$ cat config.mk
export PLATFORM = sky130hd
export DESIGN_NAME = note_sequencer
export DESIGN_NICKNAME = d
export VERILOG_FILES = /design/src/rtl/note_sequencer.sv
export SDC_FILE = /design/constraint.sdc
export NUM_CORES = 1
export LEC_CHECK = 0
export BUFFER_PORTS_ARGS = -buffer_cell sky130_fd_sc_hd__buf_2
export CAP_MARGIN = 20
export CORE_AREA = 2 2 144 118
export CTS_CLUSTER_DIAMETER = 40
export DETAILED_ROUTE_END_ITERATION = 7
export DIE_AREA = 0 0 146 120
export PLACE_DENSITY = 0.76
export SETUP_SLACK_MARGIN = 0.2
export SYNTH_ARGS = -nofsm -noshare
export SYNTH_HDL_FRONTEND = slang
export SYNTH_SLANG_ARGS = --single-unit
$ cat constraint.sdc
create_clock -name clk -period 8.8 [get_ports clk]
set_clock_uncertainty 0.15 [all_clocks]
set_input_delay 1.32 -clock clk [delete_from_list [all_inputs] [get_ports clk]]
set_output_delay 1.32 -clock clk [all_outputs]
set_load 0.02 [all_outputs]
$ cat src/rtl/note_sequencer.sv
// Melody step sequencer: plays a note table through note/octave/gate outputs,
// with play/pause and stop keys, tempo scaling and optional looping.
module note_sequencer #(
  parameter int unsigned clk_mhz     = 50,
  parameter int unsigned n_steps     = 16,
  parameter int unsigned beat_cycles = clk_mhz * 1000 * 125,
  parameter int unsigned gap_cycles  = clk_mhz * 1000 * 10
) (
  input  logic                       clk,
  input  logic                       rst,
  input  logic [1:0]                 key,
  input  logic [1:0]                 tempo,
  input  logic                       loop,
  input  logic                       wr_en,
  input  logic [$clog2(n_steps)-1:0] wr_addr,
  input  logic [7:0]                 wr_data,
  output logic [3:0]                 note,
  output logic [1:0]                 octave,
  output logic                       gate,
  output logic [$clog2(n_steps)-1:0] step,
  output logic                       playing,
  output logic                       paused
);

  localparam int unsigned SW = $clog2(n_steps);
  localparam int unsigned CW = $clog2(16 * beat_cycles + gap_cycles + 1);
  localparam logic [CW-1:0] BEAT = CW'(beat_cycles);
  localparam logic [CW-1:0] GAP  = CW'(gap_cycles);
  localparam logic [SW-1:0] LAST = SW'(n_steps - 1);

  typedef enum logic [1:0] {IDLE, LOAD, PLAY, PAUSE} state_t;

  state_t          state, state_n;
  logic [SW-1:0]   step_n;
  logic [CW-1:0]   cnt, cnt_n;
  logic [3:0]      note_n;
  logic [1:0]      octave_n;
  logic            sound, sound_n;
  logic [1:0]      key_prev;
  logic            play_ev, stop_ev;

  logic [7:0]      mem [n_steps];
  logic [7:0]      rd_data;

  logic [3:0]      code;
  logic            is_end, is_note;
  logic [2:0]      beats, tempo_p1;
  logic [4:0]      mult;
  logic [CW-1:0]   dur;

  // Read address is the next step so the entry is ready during LOAD.
  always_ff @(posedge clk) begin
    if (wr_en) mem[wr_addr] <= wr_data;
    rd_data <= mem[step_n];
  end

  always_comb begin
    code     = rd_data[7:4];
    is_end   = (code == 4'd14);
    is_note  = (code < 4'd12);
    beats    = {1'b0, rd_data[1:0]} + 3'd1;
    tempo_p1 = {1'b0, tempo} + 3'd1;
    mult     = 5'(beats) * 5'(tempo_p1);
    dur      = CW'(mult) * BEAT;
  end

  always_ff @(posedge clk) begin
    if (!rst) begin
      state    <= IDLE;
      step     <= '0;
      cnt      <= '0;
      note     <= '0;
      octave   <= '0;
      sound    <= 1'b0;
      key_prev <= '0;
      play_ev  <= 1'b0;
      stop_ev  <= 1'b0;
    end else begin
      state    <= state_n;
      step     <= step_n;
      cnt      <= cnt_n;
      note     <= note_n;
      octave   <= octave_n;
      sound    <= sound_n;
      key_prev <= key;
      play_ev  <= key[0] & ~key_prev[0];
      stop_ev  <= key[1] & ~key_prev[1];
    end
  end

  always_comb begin
    state_n  = state;
    step_n   = step;
    cnt_n    = cnt;
    note_n   = note;
    octave_n = octave;
    sound_n  = sound;
    if (stop_ev) begin
      state_n = IDLE;
      step_n  = '0;
    end else begin
      unique case (state)
        IDLE: begin
          if (play_ev) begin
            state_n = LOAD;
            step_n  = '0;
          end
        end
        LOAD: begin
          if (is_end) begin
            if (loop && step != '0) step_n = '0;
            else                    state_n = IDLE;
          end else begin
            state_n = PLAY;
            cnt_n   = dur;
            sound_n = is_note;
            if (is_note) begin
              note_n   = code;
              octave_n = rd_data[3:2];
            end
          end
        end
        PLAY: begin
          // The pausing cycle still counts as played; a pause on the last
          // cycle keeps one cycle for after resume.
          if (play_ev) begin
            state_n = PAUSE;
            if (cnt > CW'(1)) cnt_n = cnt - CW'(1);
          end else if (cnt <= CW'(1)) begin
            if (step == LAST) begin
              if (loop) begin
                step_n  = '0;
                state_n = LOAD;
              end else begin
                state_n = IDLE;
              end
            end else begin
              step_n  = step + SW'(1);
              state_n = LOAD;
            end
          end else begin
            cnt_n = cnt - CW'(1);
          end
        end
        PAUSE: begin
          if (play_ev) state_n = PLAY;
        end
        default: state_n = IDLE;
      endcase
    end
  end

  always_comb begin
    gate    = 1'b0;
    playing = 1'b0;
    paused  = 1'b0;
    unique case (state)
      LOAD:    playing = 1'b1;
      PLAY: begin
        playing = 1'b1;
        gate    = sound && (cnt > GAP);
      end
      PAUSE:   paused = 1'b1;
      default: ;
    endcase
  end

endmodule

* Yosys cells after proc, flatten, opt, wreduce, memory -nomap -nowiden
Memories as Yosys holds them, arrays and structs flattened. A register that Yosys moved wholly into a read port is not among the register bits.
Cells that the tools add are included.
** Word-level totals
- Register bits :: 44
- RAM bits :: 128
- Input bits :: 20
- Output and inout port bits :: 13
- Word-level logic and storage cells :: 78
- Memories kept :: 1
** Cells by class
- Add/subtract/negate cells :: 4
- Multiply operators :: 2
- $lt $le $gt $ge :: 4
- Equal/unequal tests :: 12
- Mux-type cells :: 28
- Bitwise operators :: 7
- Reduce and logical (&&, ||, !) cells :: 11
** Memories
- mem :: words 16, width 8, rd ports 1, clocked after memory_dff 1, write ports 1, line 42 : logic [7:0] mem [n_steps];
** Operator list (number)
- 2-to-1 mux 27 bit :: 4
- one-hot mux 27 bit (2 select lines) :: 1
- 2-to-1 mux 4 bit :: 8
- greater-than comparator 27 x 1 -> 1 bit, second input constant :: 1
- greater-than comparator 27 x 19 -> 1 bit, second input constant :: 1
- less-or-equal comparator 27 x 1 -> 1 bit, second input constant :: 1
- subtractor 27 x 1 -> 27 bit, second input constant :: 1
- multiplier 5 x 19 -> 23 bit, second input constant :: 1
- 2-to-1 mux 2 bit :: 7
- inequality test 3 bit, second input constant :: 4
- one-hot mux 4 bit (3 select lines) :: 1
- == test 4 bit, second input constant :: 2
- one-hot mux 2 bit (4 select lines) :: 1
- AND reduction 4 bit :: 2
- adder 2 x 1 -> 3 bit, second input constant :: 2
- 2-to-1 mux 1 bit :: 6
- inequality test 2 bit, second input constant :: 3
- multiplier 3 x 3 -> 5 bit :: 1
- inverter 1 bit :: 5
- AND reduction 5 bit :: 1
- adder 4 x 1 -> 4 bit, second input constant :: 1
- == test 2 bit, second input constant :: 2
- less-than comparator 4 bit, second input constant :: 1
- nonzero test 4 bit :: 1
- 7 further kinds :: 10

* Longest topological paths before layout
Gate-level depths: netlist (run 1).
- Depth after elaboration :: 6
- Depth in mapped cells :: 24
- Gate-level depth less buffers :: 24

* Least setup slack after synthesis (run 1)
OpenSTA, ideal clock, no wires.
- Path type :: input port to flip-flop
- Start :: input tempo[0]
- End :: register cnt[25]
- Library setup time :: 0.123 ns
- Arrival time :: 6.671 ns
- Data required time :: 8.527 ns
- Slack :: 1.856 ns
- Stages :: 24
- Path buffers :: 0
- Cells stage by stage :: ha_1 -> nand2_1 -> fa_1 -> inv_1 -> ha_1 -> inv_1 -> fa_1 -> xnor2_1 -> xnor2_1 -> fa_1 -> inv_1 -> fa_1 -> inv_1 -> ha_1 -> ha_1 -> a211oi_1 -> o21bai_1 -> a31oi_1 -> o21ai_0 -> o41ai_1 -> o21ai_0 -> xor2_1 -> a221oi_1 -> nor2b_1
** On the way
- Longest elaborated chain between the ends :: 5
** RTL lines
- start: declaration :: line 12 : input logic [1:0] tempo,
- adder 2 x 1 -> 3 bit :: line 62 : tempo_p1 = {1'b0, tempo} + 3'd1;
- multiplier 3 x 3 -> 5 bit :: line 63 : mult = 5'(beats) * 5'(tempo_p1);
- multiplier 5 x 19 -> 23 bit :: line 64 : dur = CW'(mult) * BEAT;
- 2-to-1 mux 27 bit :: line 110 : if (is_end) begin
- one-hot mux 27 bit (2 select lines) :: line 102 : unique case (state)
- end signal: assignment :: line 81 : cnt <= cnt_n;
- end: declaration :: line 35 : logic [CW-1:0] cnt, cnt_n;
No other way between the ends. The select of a mux whose other input is x is not followed.
A chain may end at the register's enable or synchronous reset.

* Worst setup path after layout (run 1)
Ends and elaborated chain as after synthesis.

==> results, run 1 <==
- The flow ran to the end, and the final reports show no timing, DRC or antenna violations.
- Summing all flip-flop and latch instances after layout gives 4880 um^2.
- The final period demand of the worst path is 7220 ps.
- The multi-input combinational cells in the finished layout cover a total of 4230 um^2.
- Summed over all layers, the global routing overflow is 0.
- After detailed routing, the number of remaining DRC violations is 0.
- The number of buffers added for setup after CTS is 0.
- Setup violations remaining at the end of the flow were counted as 0.
- Input and output buffers added on the ports amount to 32.
- The part of the cycle the worst path needs is 82.0%.
- The sum of net half-perimeters after detailed placement is 14.2 mm.
- The switching power is 716 uW.
- The TritonCTS clock tree is done.
- The per-cell routed wire length is 18.8 um.
- The worst-case clock buffer depth is 2.
- The CTS sink count is 180.
- Clock-pin slew was measured on the worst setup and hold paths at 70 ps.
- Yosys attributes the largest share of cell area to edfxtp_1, dfxtp_1, ha_1, fa_1, o21ai_0.
- The area growth from synthesis to layout is 9.51%.
- For this design the static power due to leakage is 3.97 nW.
- The count of maximum capacitance violations is 0.
- The initial DRC count is 855.
- The biggest area contributor in the post-synthesis netlist is edfxtp_1.
- The final antenna diode count is 0.
- The relative max-transition margin is 33.9%.
- The endpoint with the worst hold slack is play_ev.
- Measured along the y axis, the die boundary spans 120 um.
- The cell area after synthesis is 9460 um^2.
- The cell sitting at the root of the clock tree is a clkbuf_16.
- The number of synthesized flops with an enable pin is 128.
- Setup repair after global routing left no endpoint under its margin.
- The data arrival at the endpoint of the critical path is 7400 ps.
- The worst-case IR drop observed on VDD is 0.154 mV.
- In this run the most critical hold path is launched from key_prev[0].
- The post-synthesis sequential element count is 180.
- The floorplan has 42 rows.
- For the worst flop-to-flop path, the logic depth is 24.
- The post-synthesis net count is 949.
- The initial antenna violation count is 0.
- The type of origin of the critical path is a primary input.
- Derived from the worst setup path, the maximum achievable clock frequency is 0.139 GHz.
- The count of cell types in the netlist is 72.
- The number of hold buffers added after cts is 0.
- The via count of the routed design is 6782.
- In the post-synthesis netlist, the cell with the most instances is edfxtp_1.
- The kind of critical path is in2reg.
- The final-layout worst hold slack is 233 ps.
- The H-tree was split into 4 levels.
- Using the TritonRoute via totals, the vias-per-cell ratio works out to 6.07.
- The share of layout cells above drive strength 1 is 11.7%.
- The worst hold path stage count is 1.
- Once the clock tree was built, the resizer swapped 0 gates to a different size.
- The final number of hold-violating endpoints is 0.
- For this run, the register share of the synthesized area comes to 51.7%.
- In this run the biggest area consumer among cell types represents 40.6% of the synthesized area.
- The number of warnings printed during yosys synthesis is 0.
- The net switching share of the total power is 31.4%.
- The first-pass GRT wire length is 34.3 mm.
- After synthesis, the most frequently instantiated cells are edfxtp_1, o21ai_0, nor2_1.
- The area of the core region is 16200 um^2.
- The first detailed-routing pass took 5 iterations.
- The cell count after synthesis is 866.
- The maximum number of pins on one net before global-route repair is 55.
- Combinational logic is responsible for 25.2% of the overall power.
- The setup check on the worst reg-to-reg path leaves a slack of 2220 ps.
- The most common flop cell mapped by yosys is edfxtp_1.
- The die covers 17500 um^2.
- Setup total negative slack on the finished layout was measured at 0 ps.
- The endpoint identified for the worst register-to-register timing path is cnt[25].
- The startpoint identified for the worst register-to-register timing path is rd_data[0].
- The number of nets in the final layout is 969.
- The clock network fraction of design power is 32.6%.
- The internal power of the cells totals 1.56 mW.
- The die is 146 um wide.
- The boundary pin count is 33.
- The global placement routability congestion is 0.885.
- At the later pin of the worst-skew pair, clock insertion delay measures 440 ps.
- The largest driver fanout on the critical path is 5.
- The clock buffer count from CTS is 17.
- Each instance of the synthesized netlist takes up on average 10.9 um^2.
- The count of nets left with antenna violations once routing finished came out at 0.
- The sort of element at the end of the critical path is a register.
- The initial standard-cell utilization of the core is 58.4%.
- For this block, the routed nets add up to 21.0 mm of wire.
- The data required time of the worst path is 8980 ps.
- The via count of the first global-routing pass came to 6367.
- For this run, asynchronously set or reset flops after synthesis account for 0%.
- Dividing total power by cell area gives a power density of 220 nW/um^2.
- The number of pins with negative max-slew slack in the final report is 0.
- The min-delay analysis places its worst path in the category reg2reg.
- The register share of total power is 42.2%.
- After filler insertion, the fill cell instance count of the layout stands at 1303.
- For the pin with the worst max-slew slack, the measured transition is 992 ps.
- The total global routing track utilization is 25.3%.
## cells by family (layout without fill, tap and decap cells)
logic type | after synthesis | after routing | share of synthesized area [%]
simple gates | 254 | 254 | 13.9
compound gates | 230 | 230 | 15.4
flops | 180 | 180 | 51.7
buf+inv | 87 | 119 | 3.81
fa+ha+maj | 63 | 63 | 9.76
mux | 36 | 36 | 3.97
xor+xnor | 16 | 16 | 1.48
## stage by stage
stage	power, mW	worst slack, ps	util [%]	cells	instance area (um^2)
detailed placement	1.54	1150	60.5	1087	9790
global route	2.39	1190	64.0	1118	10400
floorplan	1.40	1860	-	866	9460
finish	2.28	1580	64.0	1118	10400
global placement	1.53	1410	60.5	1087	9790
CTS	2.27	1600	64.0	1118	10400
## layout by cell type, fill, tap and decap left out, drive strengths merged, types with 27 or more instances in the layout
cell type | synthesis | routed
inv | 48 | 57
o21ai | 69 | 69
ha | 45 | 45
dfxtp | 52 | 52
buf | 16 | 40
a21oi | 50 | 50
nor3 | 27 | 27
nand2 | 58 | 58
nand3 | 29 | 29
nor2 | 58 | 58
edfxtp | 128 | 128
## state kept, by name, indices dropped and copies added, names as in the netlist
| register | count |
|---|---|
| cnt | 27 |
| key_prev | 2 |
| mem | 128 |
| note | 4 |
| octave | 2 |
| play_ev | 1 |
| rd_data | 8 |
| sound | 1 |
| state | 2 |
| step | 4 |
| stop_ev | 1 |
## how the worst max path moves through the flow
stage	endpoint	cells after the start	from	slack [ps]
2_1_floorplan	cnt[25]	24	tempo[0]	1860
3_3_place_gp	cnt[25]	25	tempo[0]	1410
3_5_place_dp	cnt[25]	25	tempo[0]	1150
4_1_cts	cnt[25]	25	tempo[0]	1600
5_1_grt	cnt[25]	25	tempo[0]	1190
6_report	cnt[25]	25	tempo[0]	1580
## per-layer routing
layer | track usage, % | wire length (um) | vias to the layer above
met5 | 0 | 0 | -
met4 | 7.04 | 250 | 0
met3 | 4.75 | 1580 | 20
met2 | 36.5 | 9120 | 236
met1 | 39.1 | 10100 | 3267
li1 | - | - | 3259
## power groups by stage
| stage | Clock (mW) | Combinational, mW | Sequential, mW |
|---|---|---|---|
| 2_1_floorplan | 0 | 0.429 | 0.972 |
| 3_3_place_gp | 0 | 0.548 | 0.977 |
| 3_5_place_dp | 0 | 0.559 | 0.978 |
| 4_1_cts | 0.751 | 0.564 | 0.960 |
| 5_1_grt | 0.780 | 0.643 | 0.964 |
| 6_report | 0.743 | 0.574 | 0.960 |
## cell type report
class                           instances  share of cell area (%)
Clock inverter                         14                    1.38
Sequential cell                       180                    47.2
Timing Repair Buffer                   40                    2.13
Tap cell                              220                    2.66
Inverter                               48                    1.74
Multi-Input combinational cell        599                    40.8
Clock buffer                           17                    4.11
## critical path, cell delays in order
cell      delay, ps
buf_2           120
ha_1            300
nand2_1          70
fa_1            450
inv_1            80
ha_1            150
inv_1            50
fa_1            370
xnor2_1         150
xnor2_1         470
fa_1            590
inv_1           120
fa_1            410
inv_1           120
ha_1            250
ha_1            360
a211oi_1        320
o21bai_1        130
a31oi_1         210
o21ai_0         150
o41ai_1         440
o21ai_0         210
xor2_1          170
a221oi_1        300
nor2b_1          70
No activity file was read; power rests on OpenSTA's default activity.
==> run 2, diff against run 1 <==
- clock period: 8.8 -> 7.19 ns (I/O delays scaled with it)
==> run 2 against run 1 <==
Via count grew 1.9%. Setup slack worse by 980 ps. Die area unchanged. Critical path depth stayed put. Sequential share of layout area down 0.29 points. Critical endpoint is now cnt[26]. Largest cell class unchanged. Largest power group unchanged. Highest routed layer unchanged.
==> results, run 2 (synthesis gave the netlist of run 1 again) <==
- The remaining antenna violation count after routing is 0 (unchanged).
- The total overflow reported by the global router came to 0 (unchanged).
- Derived from the worst setup path, the maximum achievable clock frequency is 0.152 GHz.
- The clock network fraction of design power came to 33.2% (was 32.6%).
- The start point of the critical path is tempo[0] (unchanged).
- The initial antenna violation count is 0 (unchanged).
- The relative max-transition margin is 32.8% (was 33.9%).
- The endpoint with the worst hold slack was stop_ev (was play_ev).
- The total global routing track utilization is 25.7% (was 25.3%).
- The number of nets in the final layout is 972 (was 969).
- The root buffer cell is clkbuf_16 (unchanged).
- The boundary pin count was 33 (unchanged).
- The reg-to-reg startpoint is rd_data[0] (unchanged).
- Result of the run: complete, no violations (unchanged).
- The clock latency of the later-clocked register in the worst-skew pair is 440 ps (about the same).
- Setup repair after global routing missed its margin: no (unchanged).
- The TritonCTS clock tree is done (unchanged).
- The accumulated negative setup slack is 0 ps (unchanged).
- The die outline area is 17500 um^2 (unchanged).
- The y dimension of the die is 120 um (unchanged).
- The leading cell type in the layout, fill and taps excluded is edfxtp_1 (unchanged).
- The fill cell total of the finished layout is 1306 (was 1303).
- The clock buffer count from CTS is 17 (unchanged).
- The area of the core region came to 16200 um^2 (unchanged).
- The leakage power is 3.99 nW (was 3.97 nW).
- The transition time of the tightest slew-check pin is 1010 ps (was 992 ps).
- In the finished design, the share of the clock period the worst path needs comes to 91.6%.
- The per-cell routed wire length is 19.0 um (was 18.8 um).
- The CTS sink count was 180 (unchanged).
- The area growth from synthesis to layout is 10.2% (was 9.51%).
- The sort of element at the end of the critical path is a register (unchanged).
- The global placement routability congestion is 0.880 (was 0.885).
- The clock transition at the register clock pins on the worst setup and hold paths after CTS is 70 ps (about the same).
- The via count of the routed design came to 6914 (was 6782).
- The maximum number of pins on one net before global-route repair was 55 (unchanged).
- The number of design rule violations left after detail routing is 0 (unchanged).
- The combinational group share of total power is 25.3% (was 25.2%).
- The type of the most critical hold path is reg2reg (unchanged).
- The maximum ir drop on the vdd rail is 0.189 mV (was 0.154 mV).
- The internal power consumption is 1.95 mW (was 1.56 mW).
- The startpoint of the worst hold path is key_prev[1] (was key_prev[0]).
- The cell area power density is 271 nW/um^2 (was 220 nW/um^2).
- The top register by number of flip-flops is mem (unchanged).
- The largest driver fanout on the critical path was 5 (unchanged).
- The register share of total power came to 41.6% (was 42.2%).
- The kind of critical path is in2reg (unchanged).
- The final number of hold-violating endpoints is 0 (unchanged).
- The number of pins with negative max-slew slack in the final report is 0 (unchanged).
- The capture point of the worst reg-to-reg path is cnt[26] (was cnt[25]).
- The number of flip-flops in the largest register is 128 (unchanged).
- The detail-routed via count per cell is 6.16 (was 6.07).
- Top library cells by usage in the layout, fill and taps aside: edfxtp_1, o21ai_0, nand2_1, nor2_1, dfxtp_1 (unchanged).
- The count of standard-cell rows is 42 (unchanged).
- The die span in x is 146 um (unchanged).
- The number of input and output port buffers inserted is 32 (unchanged).
- The depth of the CTS H-tree is 4 (unchanged).
- The minimum setup slack among reg-to-reg paths came to 1020 ps (was 2220 ps).
- The post-layout utilization of the core is 64.4% (was 64.0%).
- The iteration count of the initial detailed-routing pass was 5 (unchanged).
- The via count of the first global-routing pass came to 6473 (was 6367).
- The type of origin of the critical path was a primary input (unchanged).
- The net switching share of the total power is 31.0% (was 31.4%).
- The count of maximum capacitance violations came to 0 (unchanged).
- The worst-case clock buffer depth is 2 (unchanged).
- The share of layout cells above drive strength 1 is 12.2% (was 11.7%).
- The initial DRC count came to 835 (was 855).
- The sum of net half-perimeters after detailed placement was 14.2 mm (about the same).
- The final wirelength is 21.4 mm (was 21.0 mm).
- The first-pass GRT wire length came to 34.7 mm (was 34.3 mm).
- Largest registers: mem (128), cnt (27), rd_data (8) (unchanged).
- The number of setup violations in the final report was 0 (unchanged).
- The initial standard-cell utilization of the core is 58.4% (unchanged).
- The worst hold path stage count is 1 (unchanged).
- The switching power is 878 uW (was 716 uW).
- The final period demand of the worst path is 6590 ps.
- The data required time of the worst path is 7360 ps (was 8980 ps).
- The worst reg-to-reg path cell count was 24 (unchanged).
- The data arrival at the endpoint of the critical path came to 6760 ps (was 7400 ps).
## run 2: metrics by stage
stage	hold slack, ps	total power [mW]	worst slack, ps	cells	instance area (um^2)
5_1_grt	245	2.96	248	1122	10400
3_5_place_dp	227	1.88	121	1089	9800
6_report	233	2.83	604	1123	10400
3_3_place_gp	221	1.87	238	1089	9800
4_1_cts	237	2.82	513	1121	10400
2_1_floorplan	217	1.72	488	866	9460
## run 2: cell type report
type / count / area (um^2) / area share (%)
clock buffer: 17 / 425 / 4.08
tap: 220 / 275 / 2.64
timing repair buffer: 43 / 240 / 2.31
clock inverter: 15 / 171 / 1.64
antenna: 1 / 2.50 / 0.0240
multi-input combinational: 599 / 4240 / 40.7
inverter: 48 / 180 / 1.73
sequential: 180 / 4880 / 46.9
## run 2: how the worst max path moves through the flow
stage	end	slack [ps]	cells past startpoint
floorplan	cnt[25]	490	24
global placement	cnt[25]	240	25
detailed placement	cnt[25]	120	25
CTS	cnt[25]	510	25
global route	cnt[26]	250	25
finish	cnt[26]	600	25
## run 2: worst max-delay path, stage by stage
cell and delay, ps:
buf_2 120, ha_1 300, nand2_1 70, fa_1 450, inv_1 70, ha_1 140
inv_1 50, fa_1 370, xnor2_1 180, xnor2_1 140, fa_2 600, inv_1 80
fa_1 430, fa_1 500, inv_1 40, ha_1 350, nand2_1 80, o21ai_0 120
o41a_1 360, a41oi_1 280, a21oi_1 170, a221o_1 360, xnor2_1 130, a221oi_1 230
nor2b_1 70
## run 2: repair_timing
item / in CTS / in global routing
hold buffers: 0 / 0
setup endpoints to repair: 0 / 1
resized for setup: 0 / 3
setup buffers: 0 / 0
## run 2: metal layers
layer / vias up / track usage, % / part of all wire (%)
li1: 3272 / - / -
met1: 3370 / 39.3 / 47
met2: 258 / 37.3 / 43
met3: 14 / 6.27 / 8.4
met4: 0 / 5.95 / 0.84
met5: - / 0 / 0
## run 2: power groups by stage
stage / clock network [mW] / logic (mW) / registers [mW]
6_report: 0.938 / 0.715 / 1.18
5_1_grt: 0.984 / 0.791 / 1.18
4_1_cts: 0.948 / 0.693 / 1.17
3_5_place_dp: 0 / 0.685 / 1.20
3_3_place_gp: 0 / 0.674 / 1.20
2_1_floorplan: 0 / 0.525 / 1.19
